<file path="src/rtl/z80mini_pkg.sv">
// Shared definitions for the z80mini interrupt controller: register map,
// spurious-vector index and acknowledge state encoding.
package z80mini_pkg;

    localparam logic [1:0] REG_MASK = 2'd0;
    localparam logic [1:0] REG_PEND = 2'd1;
    localparam logic [1:0] REG_ISR  = 2'd2;
    localparam logic [1:0] REG_BASE = 2'd3;

    localparam logic [2:0] SPURIOUS_IDX = 3'd7;

    typedef enum logic [1:0] {
        ACK_IDLE = 2'd0,
        ACK_ACK  = 2'd1,
        ACK_HOLD = 2'd2
    } ack_state_t;

endpackage

</file>
<file path="src/rtl/z80_int_ctrl_if.sv">
// CPU-side bus of the interrupt controller: requests, acknowledge, I/O
// register port and the IM2 vector.
interface z80_int_ctrl_if #(
    parameter int unsigned NUM_SRC = 4
);
    logic [NUM_SRC-1:0] irq;
    logic               n_inta;
    logic               io_wr;
    logic               io_rd;
    logic [1:0]         addr;
    logic [7:0]         din;
    logic [7:0]         dout;
    logic               n_int;
    logic [7:0]         vec;

    modport master (
        output irq, n_inta, io_wr, io_rd, addr, din,
        input  dout, n_int, vec
    );

    modport slave (
        input  irq, n_inta, io_wr, io_rd, addr, din,
        output dout, n_int, vec
    );
endinterface

</file>
<file path="src/rtl/z80_prio_enc.sv">
// Lowest-index-first priority encoder: reports whether any request is set
// and the index of the lowest one.
module z80_prio_enc #(
    parameter int unsigned W = 4
) (
    input  logic [W-1:0] req,
    output logic         found,
    output logic [2:0]   idx
);
    always_comb begin
        found = 1'b0;
        idx   = '0;
        for (int unsigned i = 0; i < W; i++) begin
            if (req[i] && !found) begin
                found = 1'b1;
                idx   = 3'(i);
            end
        end
    end
endmodule

</file>
<file path="src/rtl/z80_int_ctrl.sv">
// Prioritising IM2 interrupt controller: synchronises requests, tracks
// pending/in-service state and supplies the vector during acknowledge.
module z80_int_ctrl
    import z80mini_pkg::*;
#(
    parameter int unsigned NUM_SRC   = 4,
    parameter logic [6:0]  EDGE_MASK = 7'h7F,
    parameter logic [7:0]  VEC_BASE  = 8'h00
) (
    input logic               clk,
    input logic               n_res,
    z80_int_ctrl_if.slave     bus
);
    localparam logic [NUM_SRC-1:0] EDGE     = EDGE_MASK[NUM_SRC-1:0];
    localparam logic [7:0]         BASE_RST = VEC_BASE & 8'hF0;

    logic [NUM_SRC-1:0] irq_s1, irq_s2, irq_s3;
    logic               inta_s1, inta_s2, inta_s3;
    logic [NUM_SRC-1:0] mask, pend, isr;
    logic [7:0]         base;
    ack_state_t         state;
    logic [2:0]         win;

    logic [NUM_SRC-1:0] irq_rise, below, eligible, ack_hit;
    logic [NUM_SRC-1:0] pend_next, isr_next, wdata;
    logic               inta_fall, isr_any, elig_any;
    logic [2:0]         isr_top, elig_idx;
    logic               wr_mask, wr_pend, wr_isr, wr_base;
    logic               unused_rd;

    // Reads have no side effects, so the read strobe is not needed.
    assign unused_rd = bus.io_rd;

    assign irq_rise  = irq_s2 & ~irq_s3;
    assign inta_fall = ~inta_s2 & inta_s3;
    assign wdata     = bus.din[NUM_SRC-1:0];
    assign wr_mask   = bus.io_wr && (bus.addr == REG_MASK);
    assign wr_pend   = bus.io_wr && (bus.addr == REG_PEND);
    assign wr_isr    = bus.io_wr && (bus.addr == REG_ISR);
    assign wr_base   = bus.io_wr && (bus.addr == REG_BASE);

    z80_prio_enc #(.W(NUM_SRC)) u_ceil (
        .req   (isr),
        .found (isr_any),
        .idx   (isr_top)
    );

    always_comb begin
        below = '0;
        for (int unsigned i = 0; i < NUM_SRC; i++)
            below[i] = !isr_any || (3'(i) < isr_top);
    end

    assign eligible = pend & mask & below;

    z80_prio_enc #(.W(NUM_SRC)) u_win (
        .req   (eligible),
        .found (elig_any),
        .idx   (elig_idx)
    );

    // Spurious acks latch win=7, which matches no source bit.
    always_comb begin
        ack_hit = '0;
        for (int unsigned i = 0; i < NUM_SRC; i++)
            ack_hit[i] = (state == ACK_ACK) && (win == 3'(i));
    end

    always_comb begin
        pend_next = '0;
        for (int unsigned i = 0; i < NUM_SRC; i++) begin
            if (EDGE[i])
                pend_next[i] = irq_rise[i] |
                               (pend[i] & ~ack_hit[i] & ~(wr_pend & wdata[i]));
            else
                pend_next[i] = irq_s2[i];
        end
    end

    assign isr_next = (isr & ~(wr_isr ? wdata : '0)) | ack_hit;

    always_ff @(posedge clk or negedge n_res) begin
        if (!n_res) begin
            irq_s1  <= '0;
            irq_s2  <= '0;
            irq_s3  <= '0;
            inta_s1 <= 1'b1;
            inta_s2 <= 1'b1;
            inta_s3 <= 1'b1;
            mask    <= '0;
            pend    <= '0;
            isr     <= '0;
            base    <= BASE_RST;
        end else begin
            irq_s1  <= bus.irq;
            irq_s2  <= irq_s1;
            irq_s3  <= irq_s2;
            inta_s1 <= bus.n_inta;
            inta_s2 <= inta_s1;
            inta_s3 <= inta_s2;
            pend    <= pend_next;
            isr     <= isr_next;
            if (wr_mask) mask <= wdata;
            if (wr_base) base <= {bus.din[7:4], 4'h0};
        end
    end

    always_ff @(posedge clk or negedge n_res) begin
        if (!n_res) begin
            state     <= ACK_IDLE;
            win       <= '0;
            bus.vec   <= BASE_RST;
            bus.n_int <= 1'b1;
        end else begin
            bus.n_int <= ~elig_any;
            case (state)
                ACK_IDLE: begin
                    if (inta_fall) begin
                        win   <= elig_any ? elig_idx : SPURIOUS_IDX;
                        state <= ACK_ACK;
                    end
                end
                ACK_ACK: begin
                    bus.vec   <= base | {4'h0, win, 1'b0};
                    bus.n_int <= 1'b1;
                    state     <= ACK_HOLD;
                end
                ACK_HOLD: begin
                    if (inta_s2) state <= ACK_IDLE;
                end
                default: state <= ACK_IDLE;
            endcase
        end
    end

    always_comb begin
        bus.dout = '0;
        case (bus.addr)
            REG_MASK: bus.dout = 8'(mask);
            REG_PEND: bus.dout = 8'(pend);
            REG_ISR:  bus.dout = 8'(isr);
            REG_BASE: bus.dout = base;
            default:  bus.dout = '0;
        endcase
    end
endmodule

</file>
<file path="src/flat_wrapper.sv">
// flat-port wrapper written by rule: the top's interface ports become plain ports
module z80_int_ctrl_flat import z80mini_pkg::*;
#(
    parameter int unsigned NUM_SRC   = 4,
    parameter logic [6:0]  EDGE_MASK = 7'h7F,
    parameter logic [7:0]  VEC_BASE  = 8'h00
)
  (clk, n_res, bus_irq, bus_n_inta, bus_io_wr, bus_io_rd, bus_addr, bus_din, bus_dout, bus_n_int, bus_vec);
  z80_int_ctrl_if #(.NUM_SRC(NUM_SRC)) bus_i ();
  input logic clk;
  input logic n_res;
  input wire logic [$bits(bus_i.irq)-1:0] bus_irq;
  input wire logic [$bits(bus_i.n_inta)-1:0] bus_n_inta;
  input wire logic [$bits(bus_i.io_wr)-1:0] bus_io_wr;
  input wire logic [$bits(bus_i.io_rd)-1:0] bus_io_rd;
  input wire logic [$bits(bus_i.addr)-1:0] bus_addr;
  input wire logic [$bits(bus_i.din)-1:0] bus_din;
  output wire logic [$bits(bus_i.dout)-1:0] bus_dout;
  output wire logic [$bits(bus_i.n_int)-1:0] bus_n_int;
  output wire logic [$bits(bus_i.vec)-1:0] bus_vec;
  assign bus_i.irq = bus_irq;
  assign bus_i.n_inta = bus_n_inta;
  assign bus_i.io_wr = bus_io_wr;
  assign bus_i.io_rd = bus_io_rd;
  assign bus_i.addr = bus_addr;
  assign bus_i.din = bus_din;
  assign bus_dout = bus_i.dout;
  assign bus_n_int = bus_i.n_int;
  assign bus_vec = bus_i.vec;
  z80_int_ctrl #(.NUM_SRC(NUM_SRC), .EDGE_MASK(EDGE_MASK), .VEC_BASE(VEC_BASE)) u_core (.clk(clk), .n_res(n_res), .bus(bus_i));
endmodule
</file>
<file path="config.mk">
export PLATFORM = sky130hd
export DESIGN_NAME = z80_int_ctrl_flat
export DESIGN_NICKNAME = d
export VERILOG_FILES = /design/src/rtl/z80mini_pkg.sv /design/src/rtl/z80_int_ctrl_if.sv /design/src/rtl/z80_prio_enc.sv /design/src/rtl/z80_int_ctrl.sv /design/src/flat_wrapper.sv
export SDC_FILE = /design/constraint.sdc
export NUM_CORES = 1
export LEC_CHECK = 0
export ABC_CLOCK_PERIOD_IN_PS = 1500
export CORE_UTILIZATION = 30
export DETAILED_ROUTE_END_ITERATION = 10
export SYNTH_ARGS = -nofsm -noshare
export SYNTH_HDL_FRONTEND = slang
export SYNTH_SLANG_ARGS = --single-unit
</file>
<file path="constraint.sdc">
create_clock -name clk -period 1.5 [get_ports clk]
set_input_delay 0.15 -clock clk [delete_from_list [all_inputs] [get_ports clk]]
set_output_delay 0.15 -clock clk [all_outputs]
set_load 0.02 [all_outputs]
</file>
# Word level (Yosys, flattened, before mapping)
# Index checks and enable logic that the tools add are counted.
# op_classes
order_cmp,4
n_mux,21
n_eq_ne,10
n_reduce_logical,30
n_bitwise,35
# ops
operator,count
$pmux W8 S4,1
$and A4 B4 Y4,4
$mux W3,5
$logic_and A1 B1 Y1,14
$and A1 B1 Y1,13
$mux W1,11
$not A1 Y1,10
$not A4 Y4,2
$or A8 B4 Y8,1
$logic_not A1 Y1,7
$eq A2 B2 Y1 const B,3
$eq A3 B2 Y1 const B,2
$lt A1 B3 Y1 const A,2
$lt A2 B3 Y1 const A,2
$pmux W2 S3,1
$eq A2 B1 Y1 const B,2
$logic_not A2 Y1,2
$logic_or A1 B1 Y1,4
$mux W2,2
$mux W4,1
$ne A2 B1 Y1 const B,2
$or A1 B1 Y1,4
$or A4 B4 Y4,1
$reduce_and A2 Y1,2
other kinds (2),2
# totals
out_inout_bits,17
reg_bits,45
elab_cells,114
in_bits,19

# Longest topological paths before layout
# Gate-level depths: netlist of run 1.
# logic_depth
word_depth,25
ltp_mapped,5
ltp_nobuf,4

# Hierarchy
# A second synthesis of run 1 with hierarchy kept.
# hier_totals
cells_unflattened,151
hier_area_um2,1818.0
# modules_own_cells
module,instances,area_per_inst_um2,seq_area_each_um2,cells_per_inst
z80_int_ctrl,1,1725.4,1106.1,133
z80_prio_enc,2,46.3,0.0,9

# Worst setup path before layout of run 1
# OpenSTA, ideal clock, no wires.
# synth_timing
kind,flip-flop to flip-flop
start,register u_core.state[1]
end,register u_core.pend[2]
synth_period_minus_slack_ns,1.372
setup_time_ns,0.122
path_buffers,1
arrival_time_ns,1.250
slack_ns,0.128
required_ns,1.378
stages_incl_launch_ff,5
cell_sequence,dfrtp_1 nand2b_1 buf_6 or3_4 a32o_1
# synth_via
elab_chain_cells,6
# synth_lines
item,line_no,text
start: declaration,z80_int_ctrl.sv:21,ack_state_t state;
start signal: assignment,z80_int_ctrl.sv:110,state <= ACK_IDLE;
start signal: assignment,z80_int_ctrl.sv:120,state <= ACK_ACK;
start signal: assignment,z80_int_ctrl.sv:126,state <= ACK_HOLD;
$eq A2 B1 Y1,z80_int_ctrl.sv:66,ack_hit[i] = (state == ACK_ACK) && (win == 3'(i));
$logic_and A1 B1 Y1,z80_int_ctrl.sv:66,
$not A1 Y1,z80_int_ctrl.sv:74,(pend[i] & ~ack_hit[i] & ~(wr_pend & wdata[i]));
$and A1 B1 Y1 (2 in a row),z80_int_ctrl.sv:74,
$or A1 B1 Y1,z80_int_ctrl.sv:73,pend_next[i] = irq_rise[i] |
net u_core.pend_next[2],z80_int_ctrl.sv:25,"logic [NUM_SRC-1:0] pend_next, isr_next, wdata;"
end signal: assignment,z80_int_ctrl.sv:101,pend <= pend_next;
end: declaration,z80_int_ctrl.sv:19,"logic [NUM_SRC-1:0] mask, pend, isr;"
# The timed path passes the listed nets, and every way through them passes these cells.
# A chain may end at the register's enable or synchronous reset.

# Worst setup path in the final report of run 1
# layout_timing
start,input port bus_addr[1]
end,output port bus_dout[6]
# layout_via
elab_chain_cells,2
elab_cells_between_ends,5
classes_between,eq/ne: 3; mux: 1; reduce/logical: 1
# layout_lines
item,line_no,text
start: declaration,flat_wrapper.sv:16,input wire logic [$bits(bus_i.addr)-1:0] bus_addr;
"$eq A2 B2 Y1, or another cell as far along",z80_int_ctrl.sv:138,case (bus.addr)
$pmux W8 S4 (*),z80_int_ctrl.sv:138,
end: declaration,flat_wrapper.sv:18,output wire logic [$bits(bus_i.dout)-1:0] bus_dout;
# Every way passes the cells marked *; elsewhere a longest branch is shown, timed or not.

==> flow_summary.json, run 1 <==
{
  "yosys.area.top_type": "dfrtp_1",
  "ys_warn_count": 0,
  "io_pins": 36,
  "drt_iter0_drc": 53,
  "timing.reg2reg.setup_slack_ns": 0.09,
  "cts_tree": "built",
  "die_y_um": 78.22,
  "die_w_um": 78.22,
  "clk_latency_ns": 0.29,
  "fin_skew_ns": 0.005976,
  "firstDrtPassIters": 4,
  "irDropWorstVdd_mv": 0.5473,
  "p_per_area_nw_per_um2": 1536,
  "wl_per_cell_um": 13.40,
  "maxSlewHeadroom_pct": 64.69,
  "final_max_slew_viol_count": 0,
  "grt_pass1_wl_um": 5927,
  "critPathMaxStageDelay_ns": 0.48,
  "placed_cells": 248,
  "synth_top_area_share_pct": 57.43,
  "fill_cells": 546,
  "avgSynthCellArea_um2": 12.72,
  "status": "finished, final reports clean",
  "grt.total_usage_pct": 12.46,
  "synth_top_family_by_area": "simple AND/OR/NAND/NOR gates",
  "period_needed_ns": 1.449,
  "maxCapViolCount": 0,
  "synth_xor_xnor_area_share_pct": 0,
  "finalPower_uw": 3577,
  "critPathKind": "in2out",
  "grt_max_degree": 45,
  "synth-adder-area-share_pct": 0,
  "crit_path_top_delay_cell": "clkdlybuf4s50_1",
  "netlist_instances": 137,
  "seq_area_um2": 1106,
  "grt_overflow_total": 0,
  "fin_nets": 203,
  "synth_top_flop_cell": "dfrtp_1",
  "clk_pin_slew_ns": 0.07,
  "finalSetupViolations": 0,
  "wirelength_um": 3443,
  "period_share_pct": 96.57,
  "crit_arrival_ns": 1.30,
  "synth_edf_count": 0,
  "critPathCaptureType": "primary output",
  "r2r-end": "u_core.pend[0]",
  "areaGrowthSynthToFinish_pct": 33.60,
  "clock-sinks": 44,
  "num_rows": 27,
  "p_leak_uw": 0.001053,
  "fmaxAchievable_mhz": 690.3,
  "start_util_pct": 31.46,
  "grt_pass1_vias": 1257,
  "rsz0062_at_grt": "no",
  "cp.required_ns": 1.35,
  "hold_violations": 0,
  "synthMuxAreaShare_pct": 11.34,
  "reg2reg_from": "u_core.state[1]",
  "fp.dieArea_um2": 6118,
  "start_kind": "input port",
  "async_flop_share_pct": 100.0,
  "postCtsSetupRepairBufs": 0,
  "setup_tns_ns": 0,
  "worstMarginPinSlew_ns": 0.5297,
  "place_hpwl_um": 2626,
  "hold_path_class": "in2reg",
  "synth_compound_area_share_pct": 8.399,
  "drt.antenna.violating_nets": 0,
  "yosys.area_share.simple_pct": 12.99,
  "worstPathMaxFanout": 12,
  "root_buffer": "clkbuf_8",
  "hp-start": "bus_n_inta",
  "core_area_um2": 5540,
  "netlist_area_um2": 1743,
  "antenna_found_initial": 0,
  "ys_seq_area_share_pct": 63.46,
  "n_antenna_cell": 0,
  "numPortBuffers": 33,
  "multi_input_area_um2": 579.3,
  "stdcell_count": 257,
  "syn-num-nets": 156,
  "min_path_cells": 1,
  "via_count": 1184,
  "yosys-top-cells-area": "dfrtp_1 (57%), mux2_2 (9.0%), dfstp_2 (6.0%), nand2_1 (3.9%), mux2i_1 (2.3%)",
  "viasPerCell": 4.607,
  "cts_buffers": 5,
  "remaining_drc_errors": 0,
  "r2r_cells": 3,
  "synth_seq_cells": 44,
  "cts-htree-levels": 2,
  "min_to": "u_core.inta_s1",
  "place.gp.congestion": 0.8013,
  "ys_types": 36,
  "cts_buffer_depth": 2,
  "drive_gt1_share_pct": 25.95,
  "path_cells": "clkdlybuf4s50_1 -> buf_4 -> and3_1 -> clkdlybuf4s15_1"
}
-- cell usage after synthesis, types with 2 or more instances --
master	number
dfrtp_1	40
nand2_1	18
mux2_2	14
o21ai_0	8
inv_1	7
and3_1	4
dfstp_2	4
mux2i_1	4
nand3b_1	4
a32o_1	3
nor2_1	3
buf_2	2
nand2b_1	2
nand3_1	2
-- placed cells by master, fill, tap and decap left out, drive strengths merged --
cell type / n
a2111oi: 1
a21oi: 2
a22o: 1
a2bb2oi: 1
a32o: 3
and2: 1
and2b: 1
and3: 4
and3b: 1
buf: 14
bufinv: 1
clkbuf: 6
clkdlybuf4s15: 6
clkdlybuf4s50: 22
clkinv: 1
conb: 1
dfrtp: 40
dfstp: 4
dlygate4sd2: 1
dlygate4sd3: 1
dlymetal6s2s: 1
inv: 8
mux2: 14
mux2i: 4
nand2: 18
nand2b: 2
nand3: 2
nand3b: 4
nor2: 3
nor3b: 1
o21ai: 9
o2bb2ai: 1
o31ai: 1
o41ai: 1
or3: 2
or4: 1
or4b: 1
-- sequential cells by signal (all words and copies together) (netlist names), 2 cells and up --
name            cells
u_core.irq_s3       4
u_core.irq_s1       4
u_core.win          3
u_core.pend         4
u_core.base         4
u_core.isr          4
u_core.bus.vec      7
u_core.mask         4
u_core.irq_s2       4
u_core.state        2
-- final cells by class --
cell class,instances,area share [%]
multi-input cells,80,24.88
inverters,8,1.290
flip-flops and latches,44,47.50
well taps,72,3.869
clock buffers,6,3.117
clock inverters,2,1.505
repair buffers,45,17.84
-- routing by layer --
layer,up-vias,global-route usage [%],routed length [µm]
li1,563,-,-
met1,594,16.13,1571
met2,22,19.82,1678
met3,5,3.256,147
met4,0,5.000,46
met5,-,0,0
-- how the worst max path moves through the flow --
stage,start,endpoint
floorplan,u_core.state[1],u_core.pend[2]
global placement,bus_addr[0],bus_dout[0]
detailed placement,bus_addr[0],bus_dout[3]
CTS,bus_addr[0],bus_dout[2]
global route,bus_addr[1],bus_dout[5]
finish,bus_addr[1],bus_dout[6]
-- report_power, final --
group	internal, µW	leakage [µW]	switching [µW]
registers	1480	0.000513	212
logic	531	0.000485	487
clock network	494	0.0000552	373
total	2500	0.00105	1070
-- stage by stage --
step / util [%] / hold slack [ns] / cell area, µm² / setup slack, ns
after global placement: 39.86 / 0.2496 / 2208 / -0.3807
after floorplan: - / -0.1456 / 1743 / 0.1285
after detailed placement: 39.86 / 0.2498 / 2208 / -0.4043
after CTS: 41.80 / 0.2516 / 2316 / -0.03054
final: 42.03 / 0.2636 / 2328 / 0.05144
after global routing: 42.03 / 0.2610 / 2328 / 0.003299
-- cell families (layout without fill, tap and decap cells) --
logic type	count (synthesis)	count (layout)
flops	44	44
compound gates	20	20
simple gates	41	41
buf+inv	13	61
mux	18	18
other cells	1	1
-- critical path, delay by kind of cell --
| kind | cells | cell delay (ns) |
|---|---|---|
| buf+inv | 3 | 0.96 |
| simple gates | 1 | 0.18 |
-- repair_timing --
action / in CTS / in global routing
gates resized for setup: 27 / 5
hold buffers: 1 / 0
hold endpoints to repair: 40 / 0
setup endpoints to repair: 9 / 8
(Power assumes the default switching activity.)
==> run 2: changes to the inputs <==
--- a/config.mk
+++ b/config.mk
@@ -5,7 +5,7 @@
 export SDC_FILE = /design/constraint.sdc
 export NUM_CORES = 1
 export LEC_CHECK = 0
-export ABC_CLOCK_PERIOD_IN_PS = 1500
+export ABC_CLOCK_PERIOD_IN_PS = 1200
 export CORE_UTILIZATION = 30
 export DETAILED_ROUTE_END_ITERATION = 10
 export SYNTH_ARGS = -nofsm -noshare
==> constraint.sdc (replaced) <==
create_clock -name clk -period 1.2 [get_ports clk]
set_input_delay 0.12 -clock clk [delete_from_list [all_inputs] [get_ports clk]]
set_output_delay 0.12 -clock clk [all_outputs]
set_load 0.02 [all_outputs]
==> run 2 against run 1 <==
Net effect: the run now ends with negative setup slack left; sequential share of layout area down 4.9 points; clock skew down 0.0036 ns; total power up 44%; register-to-register slack worse by 0.24 ns; final cell count up 8.6%; utilization up 4.9 points; setup slack worse by 0.20 ns; die area unchanged; cell area up 12%; non-clock buffer count up 22; clock-buffer cell count unchanged; critical path type is now reg2reg.
==> flow_summary.json, run 2 (same netlist as run 1, synthesis figures left out) <==
{
  "fin_skew_ns": 0.002406,
  "areaGrowthSynthToFinish_pct": 49.10,
  "firstDrtPassIters": 4,
  "setup_tns_ns": -1.568,
  "place_hpwl_um": 2882,
  "antenna_found_initial": 0,
  "largest_reg_flops": 7,
  "grt_max_degree": 45,
  "violations": "negative setup slack",
  "cts-htree-levels": 2,
  "fin_nets": 225,
  "clock-sinks": 44,
  "stdcell_count": 279,
  "p_clk_share_pct": 25.9,
  "period_share_pct": 112.7,
  "drt.antenna.violating_nets": 0,
  "grt_pass1_wl_um": 6837,
  "start_util_pct": 31.46,
  "critPathKind": "reg2reg",
  "n_antenna_cell": 0,
  "status": "finished with violations",
  "root_buffer": "clkbuf_8",
  "clk_pin_slew_ns": 0.08,
  "p_leak_uw": 0.001208,
  "p_per_area_nw_per_um2": 1978,
  "clk_latency_ns": 0.30,
  "viasPerCell": 4.652,
  "remaining_drc_errors": 0,
  "io_pins": 36,
  "grt.total_usage_pct": 14.90,
  "power.internal_uw": 3587,
  "grt_pass1_vias": 1420,
  "fmaxAchievable_mhz": 739.4,
  "via_count": 1298,
  "cts_buffer_depth": 2,
  "timing.reg2reg.setup_slack_ns": -0.15,
  "finalSetupViolations": 16,
  "period_needed_ns": 1.352,
  "fp.dieArea_um2": 6118,
  "placed_cells": 265,
  "finalPower_uw": 5140,
  "die_w_um": 78.22,
  "num_rows": 27,
  "core_area_um2": 5540,
  "regMostFlops": "u_core.bus.vec",
  "die_y_um": 78.22,
  "hold_violations": 0,
  "maxCapViolCount": 0,
  "layout_commonest_cell": "dfrtp_1",
  "p_comb_share_pct": 33.0,
  "critPathCaptureType": "register",
  "rsz0062_at_grt": "yes",
  "start_kind": "register",
  "wl_per_cell_um": 14.64,
  "timing.final.ws_setup_ns": -0.1525,
  "cts_tree": "built",
  "hold_path_class": "in2reg",
  "mostFrequentLayoutCells": "dfrtp_1 (39), buf_4 (31), nand2_1 (16), mux2_2 (14), clkdlybuf4s50_1 (14)",
  "place.gp.congestion": 0.8326,
  "cp.required_ns": 1.38,
  "switching_share_pct": 30.21,
  "drt_iter0_drc": 82,
  "pwr-share-seq_pct": 41.1,
  "crit_arrival_ns": 1.53,
  "numPortBuffers": 33,
  "final_max_slew_viol_count": 0,
  "grt_overflow_total": 0,
  "cts_buffers": 5,
  "worstPathMaxFanout": 6,
  "irDropWorstVdd_mv": 1.109,
  "wirelength_um": 4085,
  "drive_gt1_share_pct": 43.48,
  "switching_power_uw": 1553
}
## run 2: cell count changes in the layout (fill, tap and decap cells not counted), moves of 4 or more
cell             before  now
dlygate4sd2_1         1    9
clkdlybuf4s50_1      22   14
buf_6                 1    6
o21ai_0               7    3
clkdlybuf4s15_1       4    0
buf_4                10   31
## run 2: area by class of cell
cell class | count | area (µm²)
clock buffers | 6 | 72.57
clock inverters | 2 | 60.06
fillers | 526 | 2942
inverters | 8 | 32.53
multi-input cells | 80 | 661.9
flip-flops and latches | 44 | 1107
well taps | 72 | 90.09
repair buffers | 67 | 574.3
## run 2: critical path: stages, from the launching register on
cell     delay (ns)
dfstp_2        0.53
or4b_4         0.53
nor2_4         0.12
a21oi_2        0.06
## run 2: power groups by stage
stage | clock [µW] | sequential (µW) | combinational, µW
after CTS | 1380 | 2090 | 1640
final | 1330 | 2110 | 1700
after floorplan | 0 | 2250 | 580
after global placement | 0 | 2090 | 1570
after global routing | 1430 | 2160 | 1840
after detailed placement | 0 | 2110 | 1610
## run 2: metrics by stage
step / hold slack, ns / setup WS (ns) / area, µm² / utilization, %
final: 0.2211 / -0.1525 / 2599 / 46.91
after global routing: 0.1994 / -0.2068 / 2599 / 46.91
after CTS: 0.2077 / -0.1610 / 2546 / 45.96
after detailed placement: 0.1176 / -0.6627 / 2374 / 42.84
after global placement: 0.1114 / -0.6566 / 2374 / 42.84
after floorplan: -0.1756 / -0.1307 / 1774 / -
## run 2: timing repair
action / in CTS / in global routing
pin swaps: 5 / 1
buffers inserted: 3 / 2
hold buffers: 1 / 0
endpoints found under the hold margin: 40 / 0
resized for setup: 68 / 11
endpoints found under the setup margin: 27 / 23
## run 2: path summary, 6_finish.rpt
path                               endpoint  depth (start not counted)              from
hold / removal               u_core.inta_s1                          1        bus_n_inta
setup reg to reg              u_core.win[0]                          3    u_core.inta_s3
max in group asynchronous    u_core.inta_s3                          3             n_res
hold reg to reg            u_core.irq_s2[0]                          0  u_core.irq_s1[0]
setup / recovery              u_core.win[0]                          3    u_core.inta_s3
min in group asynchronous   u_core.state[0]                          3             n_res
## run 2: metal layers
metal | vias to the layer above | share of wire (%) | wire (µm) | track usage (%)
met2 | 40 | 50 | 2028 | 24.47
met4 | 0 | 1.4 | 56 | 4.444
met1 | 641 | 43 | 1762 | 18.38
li1 | 608 | - | - | -
met3 | 9 | 5.8 | 238 | 5.233
met5 | - | 0 | 0 | 0
==> run 3: changes to the inputs <==
--- a/config.mk
+++ b/config.mk
@@ -6,8 +6,12 @@
 export NUM_CORES = 1
 export LEC_CHECK = 0
 export ABC_CLOCK_PERIOD_IN_PS = 1200
-export CORE_UTILIZATION = 30
+export CELL_PAD_IN_SITES_DETAIL_PLACEMENT = 0
+export CELL_PAD_IN_SITES_GLOBAL_PLACEMENT = 1
+export CORE_MARGIN = 8
+export CORE_UTILIZATION = 36
 export DETAILED_ROUTE_END_ITERATION = 10
+export PLACE_DENSITY_LB_ADDON = 0.1
 export SYNTH_ARGS = -nofsm -noshare
 export SYNTH_HDL_FRONTEND = slang
 export SYNTH_SLANG_ARGS = --single-unit
==> run 3 against run 2 <==
Net effect: register-to-register slack hardly changed; the run still ends with negative setup slack left; die area is 20% higher; global-route usage is 2.9 points lower; combinational power is 8% lower; fmax is 0.30% lower; wire length is 3.5% lower; utilization is 5.9 points higher; clock-buffer cell count stayed put; non-clock buffer count is 5 lower; clock power is 16% lower; cell area is 4.7% lower; hold slack worse by 0.0041 ns.
==> flow_summary.json, run 3 (same netlist as run 1, synthesis figures left out) <==
{
  "largest_reg_flops": 7,
  "mostFrequentLayoutCells": "dfrtp_1 (39), buf_4 (28), nand2_1 (16), mux2_2 (14), clkdlybuf4s50_1 (14)",
  "final_core_util_pct": 52.80,
  "placedInstanceArea_um2": 2336,
  "cts-htree-levels": 2,
  "remaining_drc_errors": 0,
  "io_pins": 36,
  "fmaxAchievable_mhz": 737.2,
  "clk_latency_ns": 0.30,
  "period_share_pct": 113.0,
  "path_cells": "nand2b_4 -> or4_4 -> a32o_1",
  "clk_pin_slew_ns": 0.08,
  "worstPathMaxFanout": 4,
  "n_antenna_cell": 0,
  "status": "finished with violations",
  "critPathMaxStageDelay_ns": 0.43,
  "layout_commonest_cell": "dfrtp_1",
  "core_area_um2": 4692,
  "cp.required_ns": 1.39,
  "violations": "negative setup slack",
  "critPathTopFamily": "simple AND/OR/NAND/NOR gates",
  "grt_pass1_vias": 1391,
  "hold_path_class": "in2reg",
  "period_needed_ns": 1.357,
  "fin_nets": 220,
  "firstDrtPassIters": 4,
  "final_max_slew_viol_count": 0,
  "finalPower_uw": 4789,
  "drt_iter0_drc": 56,
  "p_leak_uw": 0.001167,
  "finalSetupViolations": 11,
  "antenna_found_initial": 0,
  "drt.antenna.violating_nets": 0,
  "areaGrowthSynthToFinish_pct": 42.14,
  "regMostFlops": "u_core.bus.vec",
  "crit_arrival_ns": 1.54,
  "start_kind": "register",
  "place.gp.congestion": 0.8452,
  "wl_per_cell_um": 15.40,
  "setup_tns_ns": -0.8753,
  "clock-sinks": 44,
  "p_per_area_nw_per_um2": 1933,
  "grt_pass1_wl_um": 6844,
  "rsz0062_at_grt": "yes",
  "root_buffer": "clkbuf_8",
  "fill_cells": 432,
  "irDropWorstVdd_mv": 0.7145,
  "critPathCaptureType": "register",
  "die_y_um": 85.58,
  "numPortBuffers": 33,
  "critPathKind": "reg2reg",
  "die_w_um": 85.58,
  "grt_overflow_total": 0,
  "fin_area_um2": 2477,
  "viasPerCell": 4.848,
  "via_count": 1241,
  "start_util_pct": 37.15,
  "cts_buffer_depth": 2,
  "cts_tree": "built",
  "cts_buffers": 5,
  "wirelength_um": 3942,
  "place_hpwl_um": 2886,
  "drive_gt1_share_pct": 40.59,
  "maxCapViolCount": 0,
  "cp.buffers_inverters": 0,
  "fp.dieArea_um2": 7324,
  "fin_skew_ns": 0.006930,
  "timing.final.ws_setup_ns": -0.1565,
  "crit_path_top_delay_cell": "or4_4",
  "grt_max_degree": 45,
  "hold_violations": 0,
  "num_rows": 25,
  "grt.total_usage_pct": 11.99
}
-- run 3: timing repair --
item                                   CTS  global route
setup endpoints to repair               27            21
hold buffers                             1             0
endpoints found under the hold margin   40             0
setup buffers                            1             1
gates resized for setup                 61            11
pin swaps                                3             1
-- run 3: report_power, final --
part           switching (µW)  internal [µW]
Sequential                248           1850
Combinational             723            851
Clock                     500            618
-- run 3: worst paths after layout --
kind / from / to / slack [ns] / cells after the start
max: u_core.state[1] / u_core.pend[0] / -0.16 / 3
min: bus_n_inta / u_core.inta_s1 / 0.22 / 1
max reg2reg: u_core.state[1] / u_core.pend[0] / -0.16 / 3
min reg2reg: u_core.irq_s1[2] / u_core.irq_s2[2] / 0.35 / 0
max in group asynchronous: n_res / u_core.bus.n_int / 0.60 / 3
min in group asynchronous: n_res / u_core.state[1] / 0.33 / 3
-- run 3: through the flow --
stage | setup WS, ns | hold slack (ns) | cells
floorplan | -0.1307 | -0.1756 | 137
global placement | -0.5998 | 0.1142 | 245
detailed placement | -0.6605 | 0.1206 | 245
CTS | -0.1652 | 0.2059 | 255
global route | -0.1823 | 0.2129 | 256
finish | -0.1565 | 0.2170 | 256
-- run 3: layout make-up --
type	count	area, µm²	area share [%]
multi-input cells	80	635.6	25.66
inverters	8	30.03	1.212
clock inverters	2	35.03	1.414
well taps	54	67.56	2.727
repair buffers	62	529.3	21.36
flip-flops and latches	44	1107	44.70
clock buffers	6	72.57	2.929
-- run 3: per-layer routing --
| layer | vias to the layer above | routed length (µm) | GRT usage, % |
|---|---|---|---|
| met3 | 7 | 186 | 3.916 |
| met1 | 609 | 1915 | 15.16 |
| met5 | - | 0 | 0 |
| met4 | 0 | 68 | 6.210 |
| met2 | 30 | 1771 | 17.77 |
| li1 | 595 | - | - |
-- run 3: worst register-to-register path, delay by kind of cell, from the launching register on --
family           cells  cell delay, ns
flip-flops           1            0.42
AND/OR/NAND/NOR      2            0.60
AO/OA/AOI/OAI        1            0.24
